**config.mk**
```make
export PLATFORM = sky130hd
export DESIGN_NAME = regfile_dump
export DESIGN_NICKNAME = d
export VERILOG_FILES = /design/src/rtl/regfile_dump.sv
export SDC_FILE = /design/constraint.sdc
export NUM_CORES = 1
export LEC_CHECK = 0
export ABC_CLOCK_PERIOD_IN_PS = 7350
export CORE_MARGIN = 1.5
export CORE_UTILIZATION = 30
export DETAILED_ROUTE_END_ITERATION = 7
export HOLD_SLACK_MARGIN = 0.08
export PLACE_DENSITY = 0.7
export SKIP_LAST_GASP = 1
export SLEW_MARGIN = 0
export SYNTH_ARGS = -nofsm -noshare
export SYNTH_HDL_FRONTEND = slang
export SYNTH_SLANG_ARGS = --single-unit
```
**constraint.sdc**
```tcl
create_clock -name clk -period 7.35 [get_ports clk]
set_input_delay 1.1025 -clock clk [delete_from_list [all_inputs] [get_ports clk]]
set_output_delay 1.1025 -clock clk [all_outputs]
set_load 0.05 [all_outputs]
```
**src/rtl/regfile_dump.sv**
```systemverilog
// regfile_dump: debug read-out engine for the integer register file.
// Walks a requested index range on a spare read port and streams each
// captured value out over a valid/ready interface, ending with a done pulse.
module regfile_dump #(
  parameter int unsigned DATA_W = 64,
  parameter int unsigned ADDR_W = 5
) (
  input  logic              clk,
  input  logic              reset,
  input  logic              start,
  input  logic [ADDR_W-1:0] first_reg,
  input  logic [ADDR_W-1:0] last_reg,
  output logic [ADDR_W-1:0] rf_readRegister,
  input  logic [DATA_W-1:0] rf_readData,
  output logic              dump_valid,
  input  logic              dump_ready,
  output logic [DATA_W-1:0] dump_data,
  output logic [ADDR_W-1:0] dump_index,
  output logic              dump_last,
  output logic              busy,
  output logic              done,
  output logic              error
);

  localparam logic [1:0] StIdle = 2'd0;
  localparam logic [1:0] StLoad = 2'd1;
  localparam logic [1:0] StSend = 2'd2;
  localparam logic [1:0] StDone = 2'd3;

  localparam logic [ADDR_W-1:0] AddrOne = {{(ADDR_W-1){1'b0}}, 1'b1};

  logic [1:0]        stateQ, stateD;
  logic [ADDR_W-1:0] addrQ, addrD;
  logic [ADDR_W-1:0] endQ, endD;
  logic [DATA_W-1:0] dataQ, dataD;
  logic [ADDR_W-1:0] indexQ, indexD;
  logic              lastQ, lastD;
  logic              validQ, validD;
  logic              errorQ, errorD;

  // Next-state logic for the dump sequencer and its output holding registers.
  always_comb begin
    stateD = stateQ;
    addrD  = addrQ;
    endD   = endQ;
    dataD  = dataQ;
    indexD = indexQ;
    lastD  = lastQ;
    validD = validQ;
    errorD = 1'b0;
    case (stateQ)
      StIdle: begin
        if (start) begin
          if (first_reg <= last_reg) begin
            endD   = last_reg;
            addrD  = first_reg;
            stateD = StLoad;
          end else begin
            errorD = 1'b1;
          end
        end
      end
      StLoad: begin
        dataD  = rf_readData;
        indexD = addrQ;
        lastD  = (addrQ == endQ);
        validD = 1'b1;
        stateD = StSend;
      end
      StSend: begin
        if (dump_ready) begin
          validD = 1'b0;
          if (lastQ) begin
            stateD = StDone;
          end else begin
            // Cannot wrap: the last word of a run never reaches this branch.
            addrD  = addrQ + AddrOne;
            stateD = StLoad;
          end
        end
      end
      StDone: begin
        stateD = StIdle;
      end
      default: begin
        stateD = StIdle;
      end
    endcase
  end

  // State and output registers, cleared immediately by reset.
  always_ff @(posedge clk or posedge reset) begin
    if (reset) begin
      stateQ <= StIdle;
      addrQ  <= '0;
      endQ   <= '0;
      dataQ  <= '0;
      indexQ <= '0;
      lastQ  <= 1'b0;
      validQ <= 1'b0;
      errorQ <= 1'b0;
    end else begin
      stateQ <= stateD;
      addrQ  <= addrD;
      endQ   <= endD;
      dataQ  <= dataD;
      indexQ <= indexD;
      lastQ  <= lastD;
      validQ <= validD;
      errorQ <= errorD;
    end
  end

  assign rf_readRegister = addrQ;
  assign dump_valid      = validQ;
  assign dump_data       = dataQ;
  assign dump_index      = indexQ;
  assign dump_last       = lastQ;
  assign busy            = (stateQ != StIdle);
  assign done            = (stateQ == StDone);
  assign error           = errorQ;

endmodule

```
==> run metrics <==
Unique masters post-synth 30; Mapped Avg Cell Area between 9 and 10 um^2; share of cells above drive strength 1 between 6 and 7%; clk_lat worst skew 0.33 ns; Num CTS Buffers 9; Lkg Pwr between 2 and 3 nW; Final Setup Violations 0; path depth of the worst reg2reg path 5; Synth Register Bits 84; hold depth 2; Max Fclk roughly 320 MHz; sequential area share after synthesis approximately three fifths; status completed; Post-synth ARST share between 90% and 100%; yosys warns 0; worst slack, placed just over 4 ns; Max Cap Viol 0; Core Region roughly 11000 um^2; Hold Buf Count CTS 0; CTS resizes 0; Port-buffer cells between 150 and 200; Final WS setup between 4 and 5 ns; htree depth 3; clk root buf clkbuf_16; post-layout minimum cycle time 3.11 ns; DR WL/cell 13.8 um; ys flop type dfrtp_1; Worst slew margin 28.3%; CTS max path bufs 2; Final Power between 2 and 3 mW; Starting Density between 30% and 40%; routed vias/inst approximately 4.6; WHS roughly 0.47 ns; CP endpoint kind output pin; Synth Net Count 469; TritonCTS clock tree built; first-pass GRT wire length around 16000 um; postcts setup bufs 0; mapped cell area around 3500 um^2; Via Count approximately 3100; area of the die between 10000 and 15000 um^2; diode count 0; Post-layout nets 623; final hold violation count 0; DRT iter0 DRCs around 260; critical path peak fanout 12; Detail Placement HPWL roughly 6900 um; Total Neg Setup Slack 0 ns; Die Height between 100 and 150 um; number of global-route vias before repair around 3300; Worst Hold Class flop to flop; Least-Margin Pin Slew ~1.1 ns; GRT overflow 0; final WL 9480 um; Ports around 160; Worst Path Required about 6.3 ns; GRT Util Overall approximately 16%; Die Width approximately 110 um; Fin Clk Skew about 0.0054 ns; pin count of the biggest net entering global routing 85; cell area power density 543 nW/um^2; Post-DRT Antenna Nets 0; maximum vdd drop between 0.2 and 0.3 mV; DRC Markers 0; Clock transition at path regs approximately 0.06 ns; total clock sinks 84; Final GP Congestion 0.878; Mapped Cells between 300 and 400; EDFF count, synth 0; 1st-pass router iterations 4; max-slew violations 0; antenna violations before repair 0; worst setup path category flop to output pin; Worst EP arrival 2.00 ns; crit share post-route approximately 42%; CP Launch Type flop; Area growth syn-to-layout 55.6%; RSZ-0062 raised after global routing no; Cell Rows 39
==> path summary, 6_finish.rpt <==
path | slack (ns) | startpoint | end
min | 0.47 | dump_data[29] | dump_data[29]
min in group asynchronous | 1.39 | reset | dump_data[50]
min reg2reg | 0.47 | dump_data[29] | dump_data[29]
max in group asynchronous | 5.22 | reset | dump_data[7]
max reg2reg | 5.40 | stateQ[1] | dump_data[34]
max | 4.24 | stateQ[0] | busy
==> placed cells by master (no fill, tap or decap), drive strengths merged <==
| cell | netlist | final |
|---|---|---|
| buf | 16 | 3 |
| o21ai | 2 | 2 |
| clkinv | 0 | 3 |
| a21boi | 1 | 1 |
| clkdlybuf4s50 | 0 | 156 |
| dfrtp | 84 | 84 |
| mux2 | 7 | 7 |
| o21ba | 1 | 1 |
| a211oi | 1 | 1 |
| and2b | 1 | 1 |
| nand2 | 214 | 214 |
| o22ai | 4 | 4 |
| o2bb2ai | 1 | 1 |
| o22a | 1 | 1 |
| nand3 | 7 | 7 |
| xnor2 | 5 | 5 |
| a21oi | 2 | 2 |
| ha | 6 | 6 |
| a2111oi | 4 | 4 |
| nor3 | 1 | 1 |
| nor2 | 8 | 8 |
| a31o | 1 | 1 |
| clkbuf | 0 | 13 |
| nand2b | 2 | 2 |
| inv | 12 | 12 |
| a2bb2oi | 3 | 3 |
| and2 | 1 | 1 |
==> final cells by class <==
class	instances	area, um^2
Clock inverter	3	18.8
Timing Repair Buffer	159	1580
Clock buffer	13	270
Sequential cell	84	2100
Tap cell	143	179
Multi-Input combinational cell	273	1310
Fill cell	1107	5960
Inverter	12	46.3
==> metrics by stage <==
| stage | cell area, um^2 | util [%] | instances |
|---|---|---|---|
| 5_1_grt | 5510 | 48.1 | 687 |
| 3_5_place_dp | 5220 | 45.5 | 671 |
| 3_3_place_gp | 5220 | 45.5 | 671 |
| 4_1_cts | 5510 | 48.1 | 687 |
| 2_1_floorplan | 3540 | - | 385 |
| 6_report | 5510 | 48.1 | 687 |
==> cells in the mapped netlist (2+ instances only) <==
master     instances  area share, %
nand2_1          214             23
dfrtp_1           84             59
buf_2             15            2.1
inv_1             12            1.3
mux2_2             7            2.2
ha_1               6            2.1
nand3_1            6           0.85
nor2_1             6           0.64
xnor2_1            5            1.2
o22ai_1            4           0.71
a2111oi_1          3           0.85
a2bb2oi_1          3           0.74
nand2b_1           2           0.35
nor2_2             2           0.35
==> registers in the layout, indices dropped and copies added (netlist names) <==
| register | flops |
|---|---|
| rf_readRegister | 5 |
| dump_last | 1 |
| dump_valid | 1 |
| dump_index | 5 |
| error | 1 |
| dump_data | 64 |
| endQ | 5 |
| stateQ | 2 |
==> logic make-up (layout without fill, tap and decap cells) <==
kind of cell,Yosys count,after routing,synth area share (%)
buf+inv,28,187,3.71
mux,7,7,2.23
xor+xnor,5,5,1.24
fa+ha+maj,6,6,2.12
simple gates,234,234,26.1
compound gates,21,21,5.30
flops,84,84,59.3
==> power by group <==
group	total [mW]	internal, mW	switching, mW
clock	0.429	0.257	0.172
combinational	1.72	0.573	1.15
sequential	0.845	0.690	0.155
==> critical path, cell delays in order (launching register included) <==
cell             delay (ns)
dfrtp_1                0.62
nor2_2                 0.16
inv_1                  0.09
clkdlybuf4s50_1        0.80
==> per-layer routing <==
metal / routed length [um] / track usage, %
met1: 4190 / 20.5
met2: 4520 / 26.6
met3: 659 / 4.68
met4: 107 / 5.15
met5: 0 / 0
Power figures use the tool's default switching activity.
